==> config.mk <==
export PLATFORM = sky130hd
export DESIGN_NAME = ex_bitfield_issue
export DESIGN_NICKNAME = d
export VERILOG_FILES = /design/src/rtl/ex_bitfield_issue.sv
export SDC_FILE = /design/constraint.sdc
export NUM_CORES = 1
export LEC_CHECK = 0
export BUFFER_PORTS_ARGS = -buffer_cell sky130_fd_sc_hd__buf_4
export CAP_MARGIN = 10
export CORE_UTILIZATION = 50
export CTS_CLUSTER_DIAMETER = 60
export DETAILED_ROUTE_END_ITERATION = 12
export GPL_TIMING_DRIVEN = 0
export PLACE_DENSITY = 0.77
export SLEW_MARGIN = 20
export SYNTH_ARGS = -nofsm -noshare
export SYNTH_HDL_FRONTEND = slang
export SYNTH_SLANG_ARGS = --single-unit
==> constraint.sdc <==
create_clock -name clk -period 4.2 [get_ports clk]
set_input_delay 0.21 -clock clk [delete_from_list [all_inputs] [get_ports clk]]
set_output_delay 0.21 -clock clk [all_outputs]
set_load 0.1 [all_outputs]
==> src/rtl/ex_bitfield_issue.sv <==
// ID/EX register for the bitfield execute path: captures decode output, forwards MEM/WB results
// at capture and while stalled, and pre-decodes EXT/INS fields. Define BITFIELD_CHECK_EN for field range check.
module ex_bitfield_issue #(
   parameter int DATA_WIDTH     = 32,
   parameter int REG_ADDR_WIDTH = 5
) (
   input  logic                      clk,
   input  logic                      rst,
   input  logic                      flush,
   input  logic                      id_valid,
   output logic                      id_ready,
   input  logic [31:0]               id_inst,
   input  logic [REG_ADDR_WIDTH-1:0] id_rs_addr,
   input  logic [REG_ADDR_WIDTH-1:0] id_rt_addr,
   input  logic [DATA_WIDTH-1:0]     id_rs_data,
   input  logic [DATA_WIDTH-1:0]     id_rt_data,
   input  logic                      mem_we,
   input  logic [REG_ADDR_WIDTH-1:0] mem_waddr,
   input  logic [DATA_WIDTH-1:0]     mem_wdata,
   input  logic                      wb_we,
   input  logic [REG_ADDR_WIDTH-1:0] wb_waddr,
   input  logic [DATA_WIDTH-1:0]     wb_wdata,
   output logic                      ex_valid,
   input  logic                      ex_ready,
   output logic [31:0]               ex_inst,
   output logic [DATA_WIDTH-1:0]     ex_op1,
   output logic [DATA_WIDTH-1:0]     ex_op2,
   output logic                      ex_is_ext,
   output logic                      ex_is_ins,
   output logic [4:0]                ex_lsb,
   output logic [4:0]                ex_size_m1,
   output logic                      ex_field_bad
);

   typedef enum logic {EMPTY = 1'b0, FULL = 1'b1} state_e;

   state_e                      state_q, state_d;
   logic [31:0]                 inst_q, inst_d;
   logic [DATA_WIDTH-1:0]       op1_q, op1_d, op2_q, op2_d;
   logic [REG_ADDR_WIDTH-1:0]   rs_q, rs_d, rt_q, rt_d;
   logic                        is_ext_q, is_ext_d, is_ins_q, is_ins_d;
   logic [4:0]                  lsb_q, lsb_d, size_m1_q, size_m1_d;
   logic                        capture;
   logic                        dec_is_ext, dec_is_ins;
   logic [4:0]                  dec_size_m1;

   // MEM result is younger than WB, so it wins; r0 is never forwarded.
   function automatic logic [DATA_WIDTH-1:0] fwd(
      input logic [REG_ADDR_WIDTH-1:0] addr,
      input logic [DATA_WIDTH-1:0]     regval,
      input logic                      mwe,
      input logic [REG_ADDR_WIDTH-1:0] mwa,
      input logic [DATA_WIDTH-1:0]     mwd,
      input logic                      wwe,
      input logic [REG_ADDR_WIDTH-1:0] wwa,
      input logic [DATA_WIDTH-1:0]     wwd
   );
      logic [DATA_WIDTH-1:0] res;
      res = regval;
      if (addr != '0) begin
         if (mwe && mwa == addr)
            res = mwd;
         else if (wwe && wwa == addr)
            res = wwd;
      end
      return res;
   endfunction

   assign ex_valid = (state_q == FULL);
   assign id_ready = !ex_valid || ex_ready;
   assign capture  = id_valid && id_ready && !flush;

   assign dec_is_ext  = (id_inst[31:26] == 6'b011111) && (id_inst[5:0] == 6'b000000);
   assign dec_is_ins  = (id_inst[31:26] == 6'b011111) && (id_inst[5:0] == 6'b000100);
   assign dec_size_m1 = dec_is_ins ? (id_inst[15:11] - id_inst[10:6]) : id_inst[15:11];

   always_comb begin
      state_d   = state_q;
      inst_d    = inst_q;
      op1_d     = op1_q;
      op2_d     = op2_q;
      rs_d      = rs_q;
      rt_d      = rt_q;
      is_ext_d  = is_ext_q;
      is_ins_d  = is_ins_q;
      lsb_d     = lsb_q;
      size_m1_d = size_m1_q;
      if (capture) begin
         inst_d    = id_inst;
         rs_d      = id_rs_addr;
         rt_d      = id_rt_addr;
         op1_d     = fwd(id_rs_addr, id_rs_data, mem_we, mem_waddr, mem_wdata, wb_we, wb_waddr, wb_wdata);
         op2_d     = fwd(id_rt_addr, id_rt_data, mem_we, mem_waddr, mem_wdata, wb_we, wb_waddr, wb_wdata);
         is_ext_d  = dec_is_ext;
         is_ins_d  = dec_is_ins;
         lsb_d     = id_inst[10:6];
         size_m1_d = dec_size_m1;
      end else if (state_q == FULL) begin
         // Snoop late writers so a stalled entry never holds a stale operand.
         op1_d = fwd(rs_q, op1_q, mem_we, mem_waddr, mem_wdata, wb_we, wb_waddr, wb_wdata);
         op2_d = fwd(rt_q, op2_q, mem_we, mem_waddr, mem_wdata, wb_we, wb_waddr, wb_wdata);
      end
      if (flush)
         state_d = EMPTY;
      else if (capture)
         state_d = FULL;
      else if (state_q == FULL && ex_ready)
         state_d = EMPTY;
   end

   always_ff @(posedge clk or posedge rst) begin
      if (rst) begin
         state_q   <= EMPTY;
         inst_q    <= '0;
         op1_q     <= '0;
         op2_q     <= '0;
         rs_q      <= '0;
         rt_q      <= '0;
         is_ext_q  <= 1'b0;
         is_ins_q  <= 1'b0;
         lsb_q     <= '0;
         size_m1_q <= '0;
      end else begin
         state_q   <= state_d;
         inst_q    <= inst_d;
         op1_q     <= op1_d;
         op2_q     <= op2_d;
         rs_q      <= rs_d;
         rt_q      <= rt_d;
         is_ext_q  <= is_ext_d;
         is_ins_q  <= is_ins_d;
         lsb_q     <= lsb_d;
         size_m1_q <= size_m1_d;
      end
   end

`ifdef BITFIELD_CHECK_EN
   logic dec_bad, bad_q;

   // EXT overflows when lsb+size_m1 passes bit 31; INS is bad when msb sits below lsb.
   always_comb begin
      dec_bad = 1'b0;
      if (dec_is_ext)
         dec_bad = ({1'b0, id_inst[10:6]} + {1'b0, id_inst[15:11]}) > 6'd31;
      else if (dec_is_ins)
         dec_bad = id_inst[15:11] < id_inst[10:6];
   end

   always_ff @(posedge clk or posedge rst) begin
      if (rst)
         bad_q <= 1'b0;
      else if (capture)
         bad_q <= dec_bad;
   end

   assign ex_field_bad = bad_q;
`else
   assign ex_field_bad = 1'b0;
`endif

   assign ex_inst    = inst_q;
   assign ex_op1     = op1_q;
   assign ex_op2     = op2_q;
   assign ex_is_ext  = is_ext_q;
   assign ex_is_ins  = is_ins_q;
   assign ex_lsb     = lsb_q;
   assign ex_size_m1 = size_m1_q;

endmodule

### Word level (Yosys, flattened, before mapping)

Cells that the tools add are included.

* register bits: 119
* input port bits: 187
* memory bits (writable): 0
* latch bits: 0
* memories kept: 0
* bits in read-only memories: 0
* output and inout port bits: 111
* word-level logic and storage cells: 70

* eq/ne operators: 10
* shift-type cells: 0
* bitwise gates (word level): 0
* div/mod/pow operators: 0
* $mul: 0
* add/subtract/negate cells: 1
* mux-type cells: 20
* order comparisons: 0
* reduce and logical (&&, ||, !) cells: 29

Operator list (number)
* $mux 32: 16
* $eq 5x5->1: 8
* $reduce_bool 5->1: 4
* $logic_and 1x1->1: 13
* $reduce_bool 3->1: 3
* $eq 6x3->1 const B: 1
* $eq 6x5->1 const B: 1
* $logic_not 6->1: 1
* $reduce_and 3->1: 2
* $reduce_bool 2->1: 3
* $mux 5: 1
* $sub 5x5->5: 1
* $mux 1: 3
* $logic_not 1->1: 2
* $logic_or 1x1->1: 1

### Logic depth before layout (Yosys ltp)

Gate-level depths: netlist of the first run.

* depth after elaboration: 7
* gate-level depth with buffers: 10
* mapped depth without buffers: 10

### Worst setup path after synthesis of the first run

No wires, ideal clock.

* path kind: reg2reg
* from: register state_q (netlist: ex_valid)
* to: register op1_q[1] (netlist: ex_op1[1])
* required time: 4074 ps
* path slack: 1143 ps
* cell stages (with the launch flop): 9
* arrival time: 2930 ps
* period minus slack after synthesis: 3057 ps
* path buffers: 2
* cell sequence: dfrtp_1 nor2b_1 inv_1 nand3b_1 buf_2 nor2_1 clkbuf_1 a221o_1 mux2_4

* cells in the longest elaborated chain, start to end: 6
* elaborated cells between the ends (all ways): 9

Ends and longest elaborated chain
* start, declared: line 37 `state_e state_q, state_d;`
* start signal, assigned: line 124 `state_q <= state_d;`
* $logic_not 1->1 (*): line 70 `assign id_ready = !ex_valid || ex_ready;`
* $logic_or 1x1->1 (*): line 70
* net id_ready: line 11 `output logic id_ready,`
* $logic_and 1x1->1 (*) (2 in series): line 71 `assign capture = id_valid && id_ready && !flush;`
* $reduce_bool 3->1 (no source line) / $reduce_bool 2->1 (equally long branches)
* $reduce_and 3->1 (no source line)
* end signal, assigned: line 126 `op1_q <= op1_d;`
* end, declared: line 39 `logic [DATA_WIDTH-1:0] op1_q, op1_d, op2_q, op2_d;`

Mark *: on every way through the listed nets, which the timed path passes. The rest lies on a longest branch.
A chain may end at the register's enable or synchronous reset.

### Worst setup path after layout of the first run

* from: register state_q (netlist: ex_valid)
* to: register op2_q[13] (netlist: ex_op2[13])

* cells in the longest elaborated chain, start to end: 6
* elaborated cells between the ends (all ways): 9

Ends and longest elaborated chain
* $logic_not 1->1: line 70
* $logic_or 1x1->1: line 70
* $logic_and 1x1->1 (2 in series): line 71
* $reduce_bool 3->1 (no source line) / $reduce_bool 2->1 (equally long branches)
* $reduce_and 3->1 (no source line)
* end signal, assigned: line 127 `op2_q <= op2_d;`
* end, declared: line 39

Several ways; a longest one is shown, not always the timed one.

==> results of run 1 <==
[final timing paths]
path	startpoint	end	cells after the start	slack (ps)
max	ex_valid	ex_op2[13]	8	1560
min	id_inst[30]	ex_inst[30]	3	20
max reg2reg	ex_valid	ex_op2[13]	8	1560
min reg2reg	ex_inst[26]	ex_inst[26]	2	470
max in group asynchronous	rst	ex_op1[30]	4	3140
min in group asynchronous	rst	ex_is_ext	3	340
[final cells by class]
type                       instances  area [um^2]  share of cell area
buffer                            87          429              0.0376
clock buffer                      17          425              0.0373
clock inverter                    15          135              0.0118
inverter                           8         35.0             0.00307
multi-input combinational        629         4760               0.417
sequential                       114         2850               0.250
tap                              216          270              0.0237
timing repair buffer             322         2500               0.219
[critical path: stages (launching register included)]
cell      delay, ps
dfrtp_1         470
nor2b_1         290
inv_1            90
nand3b_1         80
buf_2           240
clkbuf_1        470
clkbuf_1        490
o221a_2         300
o22a_1          140
[cells in the mapped netlist, types with 2 or more instances]
cell type and n:
nand3b_1 2, buf_4 9, buf_1 6, a31oi_1 2, o22a_1 32, clkbuf_1 58
mux2_2 4, nand3_1 32, a21o_1 2, a21oi_1 36, a221o_1 31, xnor2_1 20
and3_1 4, nor3_1 35, nand2_1 133, o221ai_1 32, a311oi_1 31, xor2_1 24
dfrtp_1 114, nor2_1 9, nor4_1 6, inv_1 8, mux2i_1 35, nand4_1 3
ha_1 4, mux2_4 58, o221a_2 32, buf_12 3, buf_2 10, o21ai_0 44
or4_1 2
[sequential cells by signal, summed over array words and instances, names as in the netlist]
| register | count |
|---|---|
| rs_q | 5 |
| ex_inst | 32 |
| ex_is_ext | 1 |
| ex_size_m1 | 5 |
| ex_op2 | 32 |
| ex_is_ins | 1 |
| rt_q | 5 |
| ex_op1 | 32 |
| ex_valid | 1 |
[power by group]
part           leakage, nW  switching, mW  internal (mW)  total [mW]
clock                0.274          0.587          0.816        1.40
sequential            1.38          0.139           1.29        1.43
combinational         3.43           1.91          0.707        2.61
[metrics by stage]
step / util / hold slack, ps
floorplan: - / 276
global placement: 0.667 / 387
detailed placement: 0.669 / 257
CTS: 0.721 / 16.8
global route: 0.721 / 28.5
finish: 0.721 / 15.1
[per-layer routing]
metal	global-route usage	routed length, um	vias up
met1	0.448	11700	4134
met3	0.0764	2610	86
met2	0.583	14100	503
met4	0.179	1130	0
li1	-	-	3877
met5	0	0	-
[logic make-up after synthesis]
group,after synthesis,share of synthesized area
fa+ha+maj,5,0.00869
simple gates,234,0.130
flops,114,0.354
mux,98,0.158
other cells,1,0.000465
xor+xnor,44,0.0478
buf+inv,95,0.0569
compound gates,247,0.245
[timing repair]
action | CTS | global route
hold buffers | 26 | 0
buffers inserted | 0 | 0
endpoints found under the hold margin | 66 | 0
==> metrics.md, run 1 <==
| Metric | Value |
|---|---|
| Status | `finished clean` |
| Syn_nets | `roughly 1,000` |
| Die W | `roughly 130 um` |
| CP arrival | `roughly 3000 ps` |
| Htree depth | `4` |
| Share of post-route cells with drive strength above 1 | `0.377` |
| Vias | `8,600` |
| Hold Crit Class | `input pin to register` |
| DRT Pass-1 Iters | `7` |
| GP Congestion | `slightly below 0.9` |
| Skew final | `about 9.6 ps` |
| Hold Violations, Final | `0` |
| Deepest clock path buffer count | `2` |
| First-pass GRT wire length | `45.3 mm` |
| # DRC | `0` |
| Relative slew slack | `0.547` |
| CTS buffer count | `17` |
| Routed WL | `29.6 mm` |
| Die height | `around 130 um` |
| FP Rows | `46` |
| Synth async-reset ratio | `1.00` |
| CTS root buf | `clkbuf_16` |
| Max frequency | `between 300 and 400 MHz` |
| Antenna violations before repair | `0` |
| Core Region | `approximately 16,000 um^2` |
| Setup violations, final | `0` |
| Die ar. | `approximately 17,000 um^2` |
| Syn_area_per_cell | `~9.6 um^2` |
| Syn Inst Count | `838` |
| Slew Viols, Final | `0` |
| Power, Total | `5.45 mW` |
| Post-CTS resize count | `0` |
| CTS clk-pin slew, worst paths | `approximately 60 ps` |
| Critical path capture point type | `register` |
| Post-DR wirelength/cell | `21.0 um` |
| Number of nets in the layout | `roughly 1,400` |
| Number of port buffers | `295` |
| Leak | `~5.1 nW` |
| Area delta synth->final | `41.4%` |
| Final min period | `around 2600 ps` |
| Vias in the first global route | `8,429` |
| EDFF count, synth | `0` |
| Final Worst Setup Slack | `roughly 1600 ps` |
| PD cells | `478 nW/um^2` |
| GR Util All Layers | `0.357` |
| Clock Latency Late Sink | `approximately 430 ps` |
| Least-Margin Pin Slew | `between 600 and 700 ps` |
| Crit Path Max Fanout | `10` |
| Post-placement cell count | `1,350` |
| Final TNS setup | `0 ps` |
| Post-DP HPWL | `around 21 mm` |
| Antenna Violating Nets Remaining | `0` |
| Most frequent cells in the layout | `buf_4, nand2_1, dfrtp_1` |
| Final instance area | `between 10,000 and 15,000 um^2` |
| Pre-CTS setup slack | `approximately 1600 ps` |
| # fillers | `between 1,000 and 1,500` |
| Post-DP Area | `between 10,000 and 15,000 um^2` |
| Sink Count | `around 110` |
| ANT cells | `0` |
| GRT overflow | `0` |
| Worst VDD drop | `0.303 mV` |
| CP required | `~4600 ps` |
| Post-route insts no fill | `between 1,000 and 1,500` |
| Register bit count reported by yosys | `roughly 110` |
| Tcrit/Tclk final | `0.629` |
| Synth top area share | `0.354` |
| CP Launch Type | `register` |
| Vias per cell | `6.11` |
| Top Ports | `298` |
| Kind of critical path | `register to register` |
| Cell area after synthesis | `around 8000 um^2` |
| RSZ-0062 raised after global routing | `no` |
| Largest net degree at the start of global routing | `between 70 and 80` |
| Yosys warning total | `0` |
| Area leader, netlist | `dfrtp_1` |
| Commonest non-fill, non-tap cell in the layout | `buf_4` |
| Largest cells by area after synthesis | `dfrtp_1, mux2_4, nand2_1` |
| Starting Density | `0.510` |
| CTS tree | `done` |
| Post-synthesis sequential area ratio | `0.354` |
| Iteration-0 DRC count of the detailed router | `923` |
| Max-cap violations | `0` |
| Synth unique cells | `48` |
| Top FF cell, synth | `dfrtp_1` |
(Power assumes the default switching activity.)
==> run 2, diff against run 1 <==
Settings changed: ABC_AREA set to 1, CORE_UTILIZATION 50 to 48, PLACE_DENSITY 0.77 to 0.74.
Clock period 4.2 ns to 2.22 ns, I/O delays scaled along.
==> run 2 against run 1 <==
Sequential share of layout area is 3.7 points lower. Die area rose by 25%. Worst setup slack worse by 1400 ps. Cell count is 65% higher. Largest power group unchanged. Highest routed layer unchanged.
==> metrics.md, run 2 <==
| Metric | Value |
|---|---|
| EDFF count, synth | `0` |
| Vias | `~12,000` |
| Top FF cell, synth | `dfrtp_1` |
| Number of nets in the layout | `2,243` |
| Area leader, netlist | `dfrtp_1` |
| Hold Violations, Final | `0` |
| Vias in the first global route | `between 10,000 and 15,000` |
| Routed WL | `between 30 and 40 mm` |
| Post-synthesis xor/xnor area fraction | `0.00450` |
| GRT overflow | `0` |
| CP Launch Point | `ex_valid` |
| Adder-cell share of the synthesized area | `0.00721` |
| Synth top area share | `0.293` |
| FP Rows | `51` |
| Count leader, synth | `nand2_1` |
| Final Worst Setup Slack | `around 120 ps` |
| Syn_nets | `1,881` |
| Max frequency | `477 MHz` |
| Crit Path Max Fanout | `10` |
| CTS clk-pin slew, worst paths | `approximately 60 ps` |
| CTS buffer count | `17` |
| Cells on worst reg2reg path | `9` |
| Hold path depth | `3` |
| Critical path capture point type | `register` |
| CP arrival | `between 2000 and 2500 ps` |
| CP required | `between 2000 and 3000 ps` |
| RSZ-0062 raised after global routing | `no` |
| Metal-1 WL | `around 15 mm` |
| Hold EP | `rt_q[3]` |
| CTS tree | `done` |
| DRT Pass-1 Iters | `6` |
| Area delta synth->final | `37.5%` |
| # DRC | `0` |
| Syn Inst Count | `between 1,500 and 2,000` |
| Leak | `7.63 nW` |
| Worst VDD drop | `between 0.7 and 0.8 mV` |
| Met2 wire len | `about 18 mm` |
| CP Launch Type | `register` |
| Hold_sp | `id_rt_addr[3]` |
| Die ar. | `20,800 um^2` |
| Largest family of logic cells by synthesized area | `simple AND/OR/NAND/NOR gates` |
| Fin util | `0.680` |
| Slew Viols, Final | `0` |
| Largest net degree at the start of global routing | `34` |
| GR Util All Layers | `0.368` |
| First-pass GRT wire length | `about 59 mm` |
| Compound-Gate Fraction of Synth Area | `0.108` |
| Post-DP HPWL | `roughly 28 mm` |
| Kind of critical path | `register to register` |
| Register bit count reported by yosys | `about 110` |
| Die height | `144 um` |
| Worst R2R Start | `ex_valid` |
| Vias per cell | `approximately 5.3` |
| Skew final | `12.0 ps` |
| Tcrit/Tclk final | `0.944` |
| Largest cells by area after synthesis | `dfrtp_1, nand2_1, nor2_1` |
| Commonest cells in the netlist | `nand2_1, nor2_1, inv_1, nand3_1, dfrtp_1` |
| Syn_area_per_cell | `between 5 and 6 um^2` |
| Reg-to-reg slack, setup | `roughly 120 ps` |
| Number of port buffers | `about 300` |
| Antenna Violating Nets Remaining | `0` |
| Yosys warning total | `0` |
| Final TNS setup | `0 ps` |
| Post-DR wirelength/cell | `approximately 16 um` |
| Most frequent cells in the layout | `nand2_1, nor2_1, buf_4` |
| Setup violations, final | `0` |
| Top Layer Used | `met4` |
| Core Region | `a little under 20,000 um^2` |
| Pre-CTS setup slack | `209 ps` |
| Htree depth | `4` |
| Post-CTS Setup Bufs | `0` |
| ANT cells | `0` |
| PD cells | `969 nW/um^2` |
| Commonest non-fill, non-tap cell in the layout | `nand2_1` |
| Max-cap violations | `0` |
| Synth async-reset ratio | `1.00` |
| DR WL met3 | `3.53 mm` |
| Mux share of post-synthesis cell area | `0` |
| CTS root buf | `clkbuf_16` |
| Share of post-route cells with drive strength above 1 | `0.240` |
| Simple-gate area share of the yosys netlist | `0.459` |
| Relative slew slack | `0.575` |
| Antenna violations before repair | `0` |
| Top Ports | `between 200 and 300` |
| Synth unique cells | `29` |
| Least-Margin Pin Slew | `approximately 640 ps` |
| Post-synthesis sequential area ratio | `0.293` |
| Status | `finished clean` |
| Starting Density | `0.495` |
| RR Endpoint | `ex_op2[13]` |
| Power, Total | `roughly 13 mW` |
| Iteration-0 DRC count of the detailed router | `~960` |
| GP Congestion | `about 0.96` |
| # fillers | `1,817` |
| Final min period | `roughly 2100 ps` |
| Deepest clock path buffer count | `2` |
| Die W | `between 100 and 150 um` |
| Cell area after synthesis | `roughly 9700 um^2` |
| Sink Count | `between 100 and 150` |
| Clock Latency Late Sink | `440 ps` |
| Hold Crit Class | `input pin to register` |
==> run 2: cell type report <==
class	instances	area, um^2	share of cell area
Buffer	98	564	0.0422
Clock buffer	17	425	0.0318
Clock inverter	15	149	0.0111
Inverter	180	679	0.0508
Multi-Input combinational cell	1297	5630	0.421
Sequential cell	114	2850	0.213
Tap cell	265	332	0.0248
Timing Repair Buffer	343	2730	0.204
==> run 2: cells by family after synthesis <==
kind of cell	Yosys count
AOI/OAI and AO/OA	167
xor gates and xnor gates	5
adders and majority gates	5
buffers and inverters	278
DFF	114
other	1
and+or+nand+nor	1119
==> run 2: worst max-delay path by stage <==
stage	end	cells after the start
detailed placement	ex_op2[10]	9
floorplan	ex_op2[10]	9
CTS	ex_op2[10]	9
global placement	ex_op2[14]	2
global route	ex_op2[12]	9
finish	ex_op2[13]	9
==> run 2: power breakdown <==
part / leakage [nW] / switching (mW) / internal, mW / total, mW
Clock: 0.283 / 1.19 / 1.57 / 2.77
Combinational: 6.01 / 5.57 / 1.61 / 7.19
Sequential: 1.33 / 0.378 / 2.63 / 3.00
Total: 7.63 / 7.15 / 5.81 / 13.0
==> run 2: per-stage QoR <==
step | instances | instance area [um^2] | hold WS, ps
6_report | 2329 | 13400 | 40.1
5_1_grt | 2329 | 13400 | 28.9
4_1_cts | 2329 | 13400 | 20.9
3_5_place_dp | 2254 | 12400 | 54.5
3_3_place_gp | 2250 | 12300 | 297
2_1_floorplan | 1689 | 9730 | 174
==> run 2: what timing repair did <==
item	4_1_cts	5_1_grt
resized for setup	0	2
hold buffers	43	0
hold endpoints to repair	76	0
endpoints found under the setup margin	0	1
==> run 2: critical path: stages, from the launching register on <==
cell	delay, ps
dfrtp_1	370
inv_2	70
nor2_1	230
nor3_4	110
inv_2	110
buf_2	290
buf_1	540
a21oi_1	90
nand2_1	120
a21oi_2	50
==> run 2: per-layer routing <==
layer | GRT usage | up-vias
met5 | 0 | -
met1 | 0.447 | 5602
li1 | - | 5892
met4 | 0.151 | 0
met3 | 0.0762 | 122
met2 | 0.632 | 663
==> run 3, diff against run 2 <==
Settings changed: CAP_MARGIN 10 to 20, CELL_PAD_IN_SITES_DETAIL_PLACEMENT set to 1, CELL_PAD_IN_SITES_GLOBAL_PLACEMENT set to 2, CORE_UTILIZATION 48 to 23, PLACE_DENSITY 0.74 to 0.72.
==> run 3 against run 2 <==
Cell count rose by 12%. Critical path depth rose by 4. Count of clock-buffer cells in the layout did not move. Largest power group unchanged. Highest routed layer is now met5.
==> metrics.md, run 3 (synthesis results as in run 2) <==
| Metric | Value |
|---|---|
| RSZ-0062 raised after global routing | `no` |
| Clock Latency Late Sink | `approximately 460 ps` |
| Die height | `roughly 210 um` |
| Max-cap violations | `0` |
| Post-DP HPWL | `between 30 and 40 mm` |
| Critical Path Stages | `13` |
| Crit Path Max Fanout | `10` |
| Least-Margin Pin Slew | `approximately 700 ps` |
| Slew Viols, Final | `0` |
| Htree depth | `4` |
| Largest net degree at the start of global routing | `28` |
| GRT overflow | `0` |
| Max frequency | `about 480 MHz` |
| Antenna Violating Nets Remaining | `0` |
| Crit path cell chain | `dlygate4sd3_1 -> buf_4 -> inv_1 -> nor2_1 -> inv_1 -> nand2_1 -> nor2_1 -> buf_2 -> nand3_1 -> nand3_1 -> nand2_1 -> nand2_1 -> a21oi_2` |
| Met2 wire len | `between 20 and 25 mm` |
| Vias in the first global route | `roughly 13,000` |
| CP arrival | `2400 ps` |
| Leak | `7.68 nW` |
| CTS buffer count | `17` |
| CTS clk-pin slew, worst paths | `60 ps` |
| Sink Count | `114` |
| First-pass GRT wire length | `roughly 73 mm` |
| FP Rows | `74` |
| Area delta synth->final | `42.6%` |
| Post-DR wirelength/cell | `between 15 and 20 um` |
| CTS root buf | `clkbuf_16` |
| WP buf/inv | `5` |
| Skew final | `between 10 and 15 ps` |
| Relative slew slack | `0.545` |
| Metal-1 WL | `about 21 mm` |
| DRT Pass-1 Iters | `5` |
| CP Launch Type | `input pin` |
| Die ar. | `roughly 43,000 um^2` |
| Share of post-route cells with drive strength above 1 | `0.242` |
| Status | `finished clean` |
| Most used cell along the critical path | `nand2_1` |
| Setup violations, final | `0` |
| # DRC | `0` |
| GP Congestion | `around 0.86` |
| Top Layer Used | `met5` |
| Starting Density | `0.235` |
| Tcrit/Tclk final | `0.933` |
| Deepest clock path buffer count | `2` |
| Worst VDD drop | `0.536 mV` |
| Crit path largest cell delay | `approximately 540 ps` |
| Kind of critical path | `input pin to register` |
| PD cells | `a little under 1000 nW/um^2` |
| Power, Total | `roughly 13 mW` |
| Most frequent cells in the layout | `nand2_1, nor2_1, buf_4` |
| GR Util All Layers | `0.222` |
| Number of nets in the layout | `2,250` |
| CTS tree | `done` |
| Vias | `11,800` |
| Die W | `approximately 210 um` |
| CP required | `2550 ps` |
| Iteration-0 DRC count of the detailed router | `~520` |
| DR WL met3 | `between 2 and 3 mm` |
| Vias per cell | `approximately 4.5` |
| Commonest non-fill, non-tap cell in the layout | `nand2_1` |
| Final Worst Setup Slack | `roughly 150 ps` |
| Cells on worst reg2reg path | `11` |
| Pre-CTS setup slack | `approximately 7.2 ps` |
| Antenna violations before repair | `1` |
| Critical path capture point type | `register` |
| Crit-path leading delay family | `buffers and inverters` |
| Core Region | `a little over 40,000 um^2` |
| Final min period | `2070 ps` |
| Top Ports | `just under 300` |
| Number of port buffers | `slightly below 300` |
| Hold path depth | `5` |
| # fillers | `between 5,000 and 6,000` |
| Hold Violations, Final | `0` |
| Routed WL | `approximately 47 mm` |
| Worst path slowest cell | `dlygate4sd3_1` |
| Hold Crit Class | `input pin to register` |
run 3: cell types whose count changed in the layout (fill, tap and decap cells not counted), moves of 2 or more:
cell	delta
inv_8	-2
buf_4	+2
clkinvlp_4	+3
inv_6	-3
buf_12	+3
dlygate4sd3_1	+2
bufinv_16	+3
run 3: worst register-to-register path, cell delays in order (launching register included):
cell     delay [ps]
dfrtp_1         460
inv_1            80
nand2_1          60
nand2_1          50
nor2_1          180
nand3_1         160
nand3_1         130
nand2_2         160
inv_4           150
buf_2           270
nor2_1           70
a21oi_1         130
run 3: repair_timing:
action,in CTS,in global routing
hold endpoints to repair,65,0
resized for setup,0,4
buffers inserted,1,4
pin swaps,1,2
setup endpoints to repair,10,49
hold buffers,45,0
run 3: layout make-up:
| class | instances | area (um^2) | area share |
|---|---|---|---|
| buffer | 98 | 564 | 0.0407 |
| antenna | 1 | 2.50 | 0.000180 |
| tap | 532 | 666 | 0.0480 |
| clock buffer | 17 | 425 | 0.0307 |
| inverter | 180 | 682 | 0.0492 |
| clock inverter | 15 | 208 | 0.0150 |
| sequential | 114 | 2850 | 0.206 |
| multi-input combinational | 1297 | 5640 | 0.407 |
| timing repair buffer | 350 | 2830 | 0.204 |
run 3: path summary, 6_finish.rpt:
kind	from	end	slack, ps
min in group asynchronous	rst	ex_size_m1[0]	270
worst min register to register	ex_inst[22]	ex_inst[22]	480
worst min-delay path	id_rs_data[31]	ex_op1[31]	40
worst max register to register	rs_q[4]	ex_op1[28]	260
max in group asynchronous	rst	ex_op2[14]	1200
worst max-delay path	id_rs_addr[2]	ex_op1[23]	150
run 3: report_power, final:
part	switching (mW)	leakage (nW)	internal [mW]	total [mW]
Clock	1.23	0.296	1.89	3.12
Combinational	5.64	6.06	1.62	7.26
Sequential	0.379	1.33	2.63	3.00
Total	7.26	7.68	6.13	13.4
run 3: through the flow:
stage	utilization	instance area (um^2)	setup TNS [ps]	hold WS (ps)	std cells
3_5_place_dp	0.307	12700	0	200	2521
5_1_grt	0.336	13900	0	49.3	2603
4_1_cts	0.334	13800	0	25.7	2599
6_report	0.336	13900	0	44.3	2604
2_1_floorplan	-	9730	0	174	1689
3_3_place_gp	0.305	12600	-56120	298	2517
run 3: layer usage:
metal / track usage / vias to the layer above
met1: 0.273 / 5523
met4: 0.0579 / 2
met5: 0 / -
li1: - / 5892
met2: 0.387 / 313
met3: 0.0530 / 51
